`src/rtl/regfile_write_arbiter.sv`:
```
// Round-robin arbiter for the single register-file write port.
// NREQ requesters use valid/ready handshakes. The winning write is registered
// onto rf_we/rf_waddr/rf_wdata. The block also provides read-after-write
// hazard flags with forwarding, and a sequenced scrub that fills all 8
// registers with one value.
module regfile_write_arbiter #(
    parameter int NREQ = 3
) (
    input  logic              clk,
    input  logic              reset,
    input  logic [NREQ-1:0]   req_valid,
    output logic [NREQ-1:0]   req_ready,
    input  logic [3*NREQ-1:0] req_addr,
    input  logic [8*NREQ-1:0] req_data,
    input  logic              stall,
    input  logic              scrub_start,
    input  logic [7:0]        scrub_value,
    output logic              scrub_busy,
    output logic              rf_we,
    output logic [2:0]        rf_waddr,
    output logic [7:0]        rf_wdata,
    input  logic [2:0]        rd1_addr,
    input  logic [2:0]        rd2_addr,
    output logic              rd1_hazard,
    output logic              rd2_hazard,
    output logic [7:0]        rd1_fwd,
    output logic [7:0]        rd2_fwd
);

    if (NREQ < 2 || NREQ > 4) begin : g_bad_nreq
        $error("regfile_write_arbiter: NREQ must be in 2..4");
    end

    typedef enum logic [1:0] {
        IDLE  = 2'd0,
        ARB   = 2'd1,
        SCRUB = 2'd2
    } state_t;

    state_t     state_q, state_d;
    logic [1:0] ptr_q, ptr_d;
    logic [2:0] cnt_q, cnt_d;
    logic [7:0] fill_q, fill_d;
    logic       rf_we_q, rf_we_d;
    logic [2:0] rf_waddr_q, rf_waddr_d;
    logic [7:0] rf_wdata_q, rf_wdata_d;
    logic       scrub_busy_q, scrub_busy_d;

    logic       found;
    logic [1:0] gidx;
    logic [2:0] idx;
    logic       arb_ok;
    logic       grant_en;
    logic [2:0] sel_addr;
    logic [7:0] sel_data;

    // Find the first valid requester at or after the pointer, cyclically
    always_comb begin
        found = 1'b0;
        gidx  = '0;
        idx   = '0;
        for (int k = 0; k < NREQ; k++) begin
            idx = {1'b0, ptr_q} + 3'(k);
            if (idx >= 3'(NREQ))
                idx = idx - 3'(NREQ);
            if (!found && req_valid[idx[1:0]]) begin
                found = 1'b1;
                gidx  = idx[1:0];
            end
        end
    end

    // A grant needs ARB, no stall, and no scrub request taking the cycle
    assign arb_ok   = (state_q == ARB) && !stall;
    assign grant_en = arb_ok && !scrub_start && found;

    // One-hot ready for the winner. This depends only on valid, not on ready.
    always_comb begin
        req_ready = '0;
        for (int i = 0; i < NREQ; i++)
            req_ready[i] = grant_en && (gidx == 2'(i));
    end

    // Route the winner's payload to the write port
    always_comb begin
        sel_addr = '0;
        sel_data = '0;
        for (int i = 0; i < NREQ; i++) begin
            if (gidx == 2'(i)) begin
                sel_addr = req_addr[3*i +: 3];
                sel_data = req_data[8*i +: 8];
            end
        end
    end

    // Next-state and next-output logic. Stall freezes everything.
    always_comb begin
        state_d      = state_q;
        ptr_d        = ptr_q;
        cnt_d        = cnt_q;
        fill_d       = fill_q;
        rf_we_d      = rf_we_q;
        rf_waddr_d   = rf_waddr_q;
        rf_wdata_d   = rf_wdata_q;
        scrub_busy_d = scrub_busy_q;
        case (state_q)
            IDLE: begin
                state_d = ARB;
            end
            ARB: begin
                if (arb_ok) begin
                    rf_we_d      = 1'b0;
                    scrub_busy_d = 1'b0;
                    if (scrub_start) begin
                        // Address 0 goes out immediately, so busy covers
                        // exactly the eight cycles that present scrub writes.
                        state_d      = SCRUB;
                        fill_d       = scrub_value;
                        cnt_d        = 3'd1;
                        rf_we_d      = 1'b1;
                        rf_waddr_d   = 3'd0;
                        rf_wdata_d   = scrub_value;
                        scrub_busy_d = 1'b1;
                    end else if (found) begin
                        rf_we_d    = 1'b1;
                        rf_waddr_d = sel_addr;
                        rf_wdata_d = sel_data;
                        ptr_d      = (gidx == 2'(NREQ-1)) ? 2'd0 : gidx + 2'd1;
                    end
                end
            end
            SCRUB: begin
                if (!stall) begin
                    rf_we_d      = 1'b1;
                    rf_waddr_d   = cnt_q;
                    rf_wdata_d   = fill_q;
                    scrub_busy_d = 1'b1;
                    cnt_d        = cnt_q + 3'd1;
                    if (cnt_q == 3'd7) begin
                        state_d = ARB;
                        cnt_d   = 3'd0;
                    end
                end
            end
            default: begin
                state_d = IDLE;
            end
        endcase
    end

    // State and registered outputs. Reset aborts any scrub in progress.
    always_ff @(posedge clk or posedge reset) begin
        if (reset) begin
            state_q      <= IDLE;
            ptr_q        <= '0;
            cnt_q        <= '0;
            fill_q       <= '0;
            rf_we_q      <= 1'b0;
            rf_waddr_q   <= '0;
            rf_wdata_q   <= '0;
            scrub_busy_q <= 1'b0;
        end else begin
            state_q      <= state_d;
            ptr_q        <= ptr_d;
            cnt_q        <= cnt_d;
            fill_q       <= fill_d;
            rf_we_q      <= rf_we_d;
            rf_waddr_q   <= rf_waddr_d;
            rf_wdata_q   <= rf_wdata_d;
            scrub_busy_q <= scrub_busy_d;
        end
    end

    assign rf_we      = rf_we_q;
    assign rf_waddr   = rf_waddr_q;
    assign rf_wdata   = rf_wdata_q;
    assign scrub_busy = scrub_busy_q;

    // Hazard and forwarding against the write currently on the port
    assign rd1_hazard = rf_we_q && (rd1_addr == rf_waddr_q);
    assign rd2_hazard = rf_we_q && (rd2_addr == rf_waddr_q);
    assign rd1_fwd    = rd1_hazard ? rf_wdata_q : 8'h00;
    assign rd2_fwd    = rd2_hazard ? rf_wdata_q : 8'h00;

endmodule

```
`config.mk`:
```
export PLATFORM = sky130hd
export DESIGN_NAME = regfile_write_arbiter
export DESIGN_NICKNAME = d
export VERILOG_FILES = /design/src/rtl/regfile_write_arbiter.sv
export SDC_FILE = /design/constraint.sdc
export NUM_CORES = 1
export LEC_CHECK = 0
export ABC_AREA = 0
export CORE_MARGIN = 3
export CORE_UTILIZATION = 47
export DETAILED_ROUTE_END_ITERATION = 8
export PLACE_DENSITY = 0.92
export SKIP_CTS_REPAIR_TIMING = 1
export SYNTH_ARGS = -nofsm -noshare
export SYNTH_HDL_FRONTEND = slang
export SYNTH_SLANG_ARGS = --single-unit
```
`constraint.sdc`:
```
create_clock -name clk -period 5.4 [get_ports clk]
set_clock_uncertainty 0.1 [all_clocks]
set_input_delay 1.08 -clock clk [delete_from_list [all_inputs] [get_ports clk]]
set_output_delay 1.08 -clock clk [all_outputs]
set_load 0.01 [all_outputs]
```
==> impl_metrics.py, run 1 <==
metrics = {
    "cells_and_area": {
        "syn_to_final_growth_pct": 44.9,
        "final_common_cell": "clkdlybuf4s50_1",
        "antennaDiodeCount": 0,
        "final_area_mm2": 0.00307,
        "seqCellArea_um2": 701,
        "final_cell_mix": "87 x clkdlybuf4s50_1, 28 x dfrtp_1, 21 x nor2_1, 16 x a21oi_1, 14 x nand2_1",
        "multi_input_area_mm2": 0.00131,
        "nets": 390,
        "fillers": 310,
        "final_core_util": 0.736,
        "drive_gt1_frac": 0.0608,
    },
    "die": {
        "die-width_um": 73.2,
        "fp.dieArea_mm2": 0.00535,
        "start_util": 0.508,
        "die_y_um": 73.2,
        "io_pins": 88,
        "std_cell_rows": 23,
        "coreArea_mm2": 0.00417,
    },
    "placement": {
        "place_area_mm2": 0.00302,
        "port_buffers": 87,
        "gp_congestion": 0.903,
        "hpwl_um": 4930,
    },
    "detailed_routing": {
        "wl_per_cell_um": 16.6,
        "antenna_left": 0,
        "wl_um": 6290,
        "via_per_inst": 5.88,
        "vias": 2228,
        "drt_iter0_markers": 230,
        "wl_met3_um": 624,
        "drc": 0,
        "routed.top_layer": "met4",
        "m1WireLength_um": 2580,
        "drt_first_pass_iters": 4,
        "dr_wl_met2_um": 2980,
    },
    "logic_synthesis": {
        "syn_area_mm2": 0.00212,
        "synth-seq-cells": 28,
        "yosys_warnings": 0,
        "syn_avg_cell_area_um2": 8.59,
        "synthArstFlopShare": 1.00,
        "synth_edf_count": 0,
        "synth_cells": 247,
        "ys_seq_area_frac": 0.330,
        "synth_cell_types": 47,
        "syn_nets": 307,
        "ys.flop_type": "dfrtp_1",
    },
    "timing": {
        "whs_ns": 0.415,
        "post-route-min-period_ns": 4.79,
        "rsz0062_at_grt": "no",
        "setup_tns_ns": 0,
        "slew_violations": 0,
        "setup_violations": 0,
        "slew_headroom": 0.235,
        "finalCritPeriodShare": 0.887,
        "fmax_ghz": 0.209,
        "worst_slew_pin_slew_ns": 1.15,
        "hold_viol": 0,
    },
    "global_routing": {
        "grtUsageTotal": 0.240,
        "grt_pass1_vias": 2065,
        "grt_max_degree": 29,
        "grt_overflow": 0,
        "grt_pass1_wl_um": 10100,
        "antenna_found_initial": 0,
    },
    "worst_setup_path": {
        "cp_num_cells": 7,
        "critPathRequiredTime_ns": 4.22,
        "r2r_end": "rf_wdata[0]",
        "crit_top_cell": "clkdlybuf4s50_1",
        "end_kind": "output port",
        "crit_buf_inv": 2,
        "crit_end": "req_ready[0]",
        "cpMaxStageDelayCell": "or4b_1",
        "critical_path_arrival_ns": 3.61,
        "worstPathMaxFanout": 7,
        "crit_path_start": "req_valid[0]",
        "crit_path_max_incr_delay_ns": 0.54,
        "crit_path_start_kind": "input port",
        "critical-path-top-delay-family": "simple AND/OR/NAND/NOR gates",
        "r2r_slack_ns": 2.55,
        "path_class": "in2out",
        "reg2regPathDepth": 6,
        "cp_cell_sequence": "clkdlybuf4s50_1, nor2b_1, or4b_1, or3b_1, nand2_2, nor3_1, clkdlybuf4s50_1",
        "r2r_start": "state_q[0]",
    },
    "cts": {
        "cts_htree_levels": 1,
        "clk_latency_ns": 0.27,
        "cts_tree": "built",
        "clock-root-buffer": "clkbuf_8",
        "cts_buffers": 3,
        "cts_max_path_buffers": 2,
        "numClockSinks": 28,
        "path_clk_slew_ns": 0.09,
    },
    "job": {
        "maxCapViolations": 0,
    },
    "power_and_ir_drop": {
        "powerDensity_mw_per_mm2": 460,
        "ir_drop_v": 0.000255,
        "leakage_uw": 0.00130,
    },
    "worst_hold_path": {
        "hp-class": "reg2reg",
    },
    "status": {
        "outcome": "finished clean",
    },
}
## sequential cells by signal, summed over array words and instances (netlist names)
name / count
rf_waddr: 3
ptr_q: 2
fill_q: 8
rf_we: 1
state_q: 2
rf_wdata: 8
cnt_q: 3
scrub_busy: 1
## through the flow
stage | total power, µW | std cells | setup WS [ns]
6_report | 1410 | 379 | 0.609
5_1_grt | 1520 | 379 | 0.422
4_1_cts | 1410 | 379 | 0.639
3_5_place_dp | 1280 | 375 | 0.647
3_3_place_gp | 1250 | 375 | 0.709
2_1_floorplan | 935 | 247 | 1.73
## power by group
part,total [µW],switching (µW),internal (µW)
logic,878,442,436
clock network,129,63.5,65.3
registers,406,99.9,306
total,1410,606,807
## worst register-to-register path, delay by kind of cell, from the launching register on
family	cells	cell delay [ns]
AOI/OAI and AO/OA	3	0.63
DFF	1	0.53
and+or+nand+nor	3	1.46
## synthesized netlist by cell type, types with 4 or more instances
| library cell | number | area share |
|---|---|---|
| mux2i_1 | 10 | 0.047 |
| nand2b_1 | 6 | 0.018 |
| xor2_1 | 4 | 0.017 |
| a211oi_1 | 13 | 0.046 |
| nor3_1 | 10 | 0.024 |
| mux2_2 | 8 | 0.042 |
| and2_1 | 12 | 0.035 |
| nor2_1 | 21 | 0.037 |
| dfrtp_1 | 28 | 0.33 |
| nor2b_1 | 4 | 0.012 |
| nor4_1 | 6 | 0.018 |
| o21ai_0 | 10 | 0.024 |
| a221oi_1 | 5 | 0.021 |
| ha_1 | 6 | 0.035 |
| a21boi_1 | 4 | 0.014 |
| clkbuf_1 | 9 | 0.016 |
| inv_1 | 13 | 0.023 |
| o31ai_1 | 6 | 0.021 |
| nand2_1 | 14 | 0.025 |
| a21oi_1 | 16 | 0.038 |
## layout make-up
type,instances,area share
Multi-Input combinational cell,193,0.425
Timing Repair Buffer,91,0.293
Sequential cell,28,0.228
Tap cell,50,0.0204
Clock buffer,4,0.0179
Inverter,13,0.0159
## worst min path at each step
stage                     startpoint        end  slack, ns  cells past startpoint
after floorplan            fill_q[4]  fill_q[4]       0.38                      1
after global placement     fill_q[7]  fill_q[7]       0.38                      1
after detailed placement   fill_q[4]  fill_q[4]       0.39                      1
after CTS                  fill_q[3]  fill_q[3]       0.42                      1
after global routing       fill_q[5]  fill_q[5]       0.43                      1
final                      fill_q[3]  fill_q[3]       0.41                      1
## cells by family after synthesis
group           share of synthesized area
simple gates                        0.220
fa+ha+maj                          0.0401
flops                               0.330
buf+inv                            0.0543
xor+xnor                           0.0248
compound gates                      0.241
mux                                0.0897
## layer usage
layer,GRT usage,up-vias
met3,0.0441,12
met5,0,-
met4,0.0717,0
met1,0.323,1028
li1,-,1068
met2,0.390,120
Power figures use the tool's default switching activity.
==> inputs of run 2 (changes only) <==
--- a/config.mk
+++ b/config.mk
@@ -10,6 +10,7 @@
 export CORE_UTILIZATION = 47
 export DETAILED_ROUTE_END_ITERATION = 8
 export PLACE_DENSITY = 0.92
+export RECOVER_POWER = 50
 export SKIP_CTS_REPAIR_TIMING = 1
 export SYNTH_ARGS = -nofsm -noshare
 export SYNTH_HDL_FRONTEND = slang
==> impl_metrics.py, run 2 (synthesis results as in run 1) <==
metrics = {
    "power_and_ir_drop": {
        "leakage_uw": 0.00130,
        "sw_frac_of_total": 0.432,
        "power.total_uw": 1400,
        "power_frac_comb": 0.618,
        "p_int_uw": 792,
        "ir_drop_v": 0.000254,
        "p_seq_frac": 0.290,
        "clkPwrFrac": 0.092,
        "p_sw_uw": 604,
        "powerDensity_mw_per_mm2": 454,
    },
    "detailed_routing": {
        "wl_per_cell_um": 16.6,
        "drt_iter0_markers": 232,
        "antenna_left": 0,
        "wl_um": 6280,
        "drc": 0,
        "drt_first_pass_iters": 4,
        "via_per_inst": 5.87,
        "vias": 2226,
    },
    "die": {
        "fp.dieArea_mm2": 0.00535,
        "std_cell_rows": 23,
        "die_y_um": 73.2,
        "die-width_um": 73.2,
        "start_util": 0.508,
        "io_pins": 88,
        "coreArea_mm2": 0.00417,
    },
    "cts": {
        "cts_tree": "built",
        "cts_buffers": 3,
        "cts_max_path_buffers": 2,
        "cts_htree_levels": 1,
        "path_clk_slew_ns": 0.09,
        "numClockSinks": 28,
        "clock-root-buffer": "clkbuf_8",
        "clk_latency_ns": 0.27,
    },
    "timing": {
        "setup_tns_ns": 0,
        "rsz0062_at_grt": "no",
        "finalCritPeriodShare": 0.895,
        "slew_headroom": 0.235,
        "post-route-min-period_ns": 4.83,
        "hold_viol": 0,
        "setup_violations": 0,
        "slew_violations": 0,
        "worst_slew_pin_slew_ns": 1.15,
        "fmax_ghz": 0.207,
    },
    "cells_and_area": {
        "drive_gt1_frac": 0.0608,
        "nets": 390,
        "final_cell_mix": "73 x clkdlybuf4s50_1, 28 x dfrtp_1, 21 x nor2_1, 16 x a21oi_1",
        "final_common_cell": "clkdlybuf4s50_1",
        "antennaDiodeCount": 0,
        "syn_to_final_growth_pct": 44.9,
        "finalNonFillerCells": 379,
    },
    "worst_setup_path": {
        "r2r_slack_ns": 2.55,
        "crit_path_start_kind": "input port",
        "end_kind": "output port",
        "r2r_start": "state_q[0]",
        "worstPathMaxFanout": 7,
        "r2r_end": "rf_wdata[4]",
        "critPathRequiredTime_ns": 4.22,
        "critical_path_arrival_ns": 3.65,
        "reg2regPathDepth": 6,
        "path_class": "in2out",
    },
    "placement": {
        "numPlacedInstances": 375,
        "gp_congestion": 0.903,
        "port_buffers": 87,
        "hpwl_um": 4930,
    },
    "global_routing": {
        "grt_pass1_wl_um": 10100,
        "grt_max_degree": 29,
        "grtUsageTotal": 0.240,
        "grt_overflow": 0,
        "grt_pass1_vias": 2065,
        "antenna_found_initial": 0,
    },
    "worst_hold_path": {
        "hp-class": "reg2reg",
        "worstHoldStart": "fill_q[3]",
        "holdPathStages": 1,
        "holdPathEnd": "fill_q[3]",
    },
    "status": {
        "outcome": "finished clean",
    },
    "job": {
        "maxCapViolations": 0,
    },
}
## run 2: cell types whose count changed in the layout (fill, tap and decap cells not counted), sizes merged
cell and change:
clkdlybuf4s50 -14, dlygate4sd3 +14
## run 2: power by group through the flow
stage	combinational (µW)	clock, µW	sequential (µW)
floorplan	541	0	394
global placement	849	0	398
detailed placement	872	0	406
CTS	878	130	403
global route	947	141	416
finish	863	128	404
## run 2: worst max path at each step
stage          slack, ns  cells past startpoint         start      endpoint
5_1_grt             0.41                      7  req_valid[1]  req_ready[1]
4_1_cts             0.64                      7  req_valid[0]  req_ready[0]
3_3_place_gp        0.71                      7  req_valid[0]  req_ready[0]
6_report            0.57                      7  req_valid[1]  req_ready[0]
3_5_place_dp        0.65                      7  req_valid[0]  req_ready[0]
2_1_floorplan       1.73                      5  req_valid[0]  req_ready[0]
## run 2: per-layer routing
metal,GRT usage,routed length [µm],part of all wire,vias to the layer above
met5,0,0,0,-
met4,0.0717,107,0.017,0
li1,-,-,-,1067
met1,0.323,2570,0.41,1027
met2,0.390,2980,0.47,120
met3,0.0441,622,0.099,12
## run 2: critical path: stages
cell             delay (ns)
dlygate4sd3_1          0.61
mux2i_1                0.10
or4b_1                 0.50
or3b_1                 0.53
nand2_2                0.22
nor3_1                 0.10
clkdlybuf4s50_1        0.51
## run 2: cell type report
cell class / instances / area [µm²]
Tap cell: 50 / 62.6
Inverter: 13 / 48.8
Multi-Input combinational cell: 193 / 1310
Clock buffer: 4 / 55.1
Timing Repair Buffer: 91 / 901
Fill cell: 310 / 1100
Sequential cell: 28 / 701
## run 2: metrics by stage
stage / hold slack (ns) / utilization / instance area [µm²] / worst slack [ns]
CTS: 0.419 / 0.736 / 3070 / 0.639
detailed placement: 0.391 / 0.723 / 3020 / 0.647
global route: 0.430 / 0.736 / 3070 / 0.413
finish: 0.414 / 0.736 / 3070 / 0.566
global placement: 0.383 / 0.723 / 3020 / 0.709
floorplan: 0.375 / - / 2120 / 1.73
==> inputs of run 3 (changes only) <==
--- a/config.mk
+++ b/config.mk
@@ -6,6 +6,7 @@
 export NUM_CORES = 1
 export LEC_CHECK = 0
 export ABC_AREA = 0
+export CAP_MARGIN = 20
 export CORE_MARGIN = 3
 export CORE_UTILIZATION = 47
 export DETAILED_ROUTE_END_ITERATION = 8
==> impl_metrics.py, run 3 (synthesis results as in run 1) <==
metrics = {
    "job": {
        "maxCapViolations": 0,
    },
    "global_routing": {
        "grt_pass1_vias": 2065,
        "grt_overflow": 0,
        "grtUsageTotal": 0.240,
        "grt_pass1_wl_um": 10100,
        "antenna_found_initial": 0,
        "grt_max_degree": 29,
    },
    "cts": {
        "cts_buffers": 3,
        "numClockSinks": 28,
        "cts_max_path_buffers": 2,
        "clk_latency_ns": 0.27,
        "cts_htree_levels": 1,
        "path_clk_slew_ns": 0.09,
        "cts_tree": "built",
        "clock-root-buffer": "clkbuf_8",
    },
    "timing": {
        "rsz0062_at_grt": "no",
        "post-route-min-period_ns": 4.83,
        "setup_violations": 0,
        "fmax_ghz": 0.207,
        "setup_tns_ns": 0,
        "finalCritPeriodShare": 0.894,
        "setup_slack_ns": 0.570,
        "hold_viol": 0,
        "slew_violations": 0,
        "worst_slew_pin_slew_ns": 1.30,
        "slew_headroom": 0.135,
    },
    "worst_setup_path": {
        "critical_path_arrival_ns": 3.65,
        "r2r_end": "rf_wdata[7]",
        "r2r_start": "ptr_q[0]",
        "crit_path_start_kind": "input port",
        "end_kind": "output port",
        "reg2regPathDepth": 8,
        "r2r_slack_ns": 2.56,
        "critPathRequiredTime_ns": 4.22,
        "worstPathMaxFanout": 7,
        "path_class": "in2out",
    },
    "die": {
        "fp.dieArea_mm2": 0.00535,
        "io_pins": 88,
        "die-width_um": 73.2,
        "die_y_um": 73.2,
        "coreArea_mm2": 0.00417,
        "std_cell_rows": 23,
        "start_util": 0.508,
    },
    "placement": {
        "gp_congestion": 0.903,
        "pre_cts_ws_ns": 0.647,
        "port_buffers": 87,
        "place_area_mm2": 0.00302,
        "numPlacedInstances": 375,
        "hpwl_um": 4930,
    },
    "detailed_routing": {
        "drt_iter0_markers": 175,
        "vias": 2258,
        "drt_first_pass_iters": 4,
        "wl_per_cell_um": 16.9,
        "via_per_inst": 5.93,
        "drc": 0,
        "wl_um": 6430,
        "antenna_left": 0,
    },
    "worst_hold_path": {
        "worstHoldStart": "fill_q[3]",
        "holdPathEnd": "fill_q[3]",
        "hp-class": "reg2reg",
        "holdPathStages": 1,
    },
    "cells_and_area": {
        "final_area_mm2": 0.00308,
        "final_common_cell": "clkdlybuf4s50_1",
        "antennaDiodeCount": 0,
        "syn_to_final_growth_pct": 45.4,
        "final_cell_mix": "73 x clkdlybuf4s50_1, 28 x dfrtp_1, 21 x nor2_1, 16 x a21oi_1",
        "drive_gt1_frac": 0.0634,
        "finalNonFillerCells": 381,
        "nets": 392,
    },
    "power_and_ir_drop": {
        "powerDensity_mw_per_mm2": 454,
        "leakage_uw": 0.00131,
        "power.total_uw": 1400,
        "ir_drop_v": 0.000253,
    },
    "status": {
        "outcome": "finished clean",
    },
}
==> run 3: cell types whose count changed in the layout (fill, tap and decap cells not counted) <==
cell / before / now
buf_4: 4 / 5
clkbuf_1: 0 / 1
==> run 3: metrics by stage <==
stage / hold WS (ns) / utilization
after floorplan: 0.375 / -
final: 0.416 / 0.739
after global routing: 0.439 / 0.739
after detailed placement: 0.391 / 0.723
after global placement: 0.383 / 0.723
after CTS: 0.419 / 0.736
==> run 3: power breakdown <==
group | switching (µW) | internal, µW | total, µW
registers | 98.1 | 306 | 404
logic | 445 | 423 | 868
clock network | 63.4 | 65.3 | 129
==> run 3: cell type report <==
| cell class | instances | area [µm²] |
|---|---|---|
| Inverter | 13 | 48.8 |
| Multi-Input combinational cell | 193 | 1310 |
| Tap cell | 50 | 62.6 |
| Clock buffer | 4 | 55.1 |
| Timing Repair Buffer | 93 | 912 |
| Sequential cell | 28 | 701 |
| Fill cell | 304 | 1090 |
==> run 3: per-layer routing <==
metal	global-route usage	vias to the layer above	share of wire	wire [µm]
li1	-	1071	-	-
met1	0.323	1056	0.41	2630
met2	0.390	119	0.48	3100
met3	0.0441	12	0.093	596
met4	0.0717	0	0.017	112
met5	0	-	0	0
==> run 3: worst max-delay path by stage <==
stage                  from           end  depth (start not counted)
2_1_floorplan  req_valid[0]  req_ready[0]                          5
3_3_place_gp   req_valid[0]  req_ready[0]                          7
3_5_place_dp   req_valid[0]  req_ready[0]                          7
4_1_cts        req_valid[0]  req_ready[0]                          7
5_1_grt        req_valid[1]  req_ready[1]                          7
6_report       req_valid[1]  req_ready[0]                          7
==> run 3: critical path: stages <==
cell and delay (ns):
dlygate4sd3_1 0.61, mux2i_1 0.10, or4b_1 0.50, or3b_1 0.53
nand2_2 0.22, nor3_1 0.10, clkdlybuf4s50_1 0.51
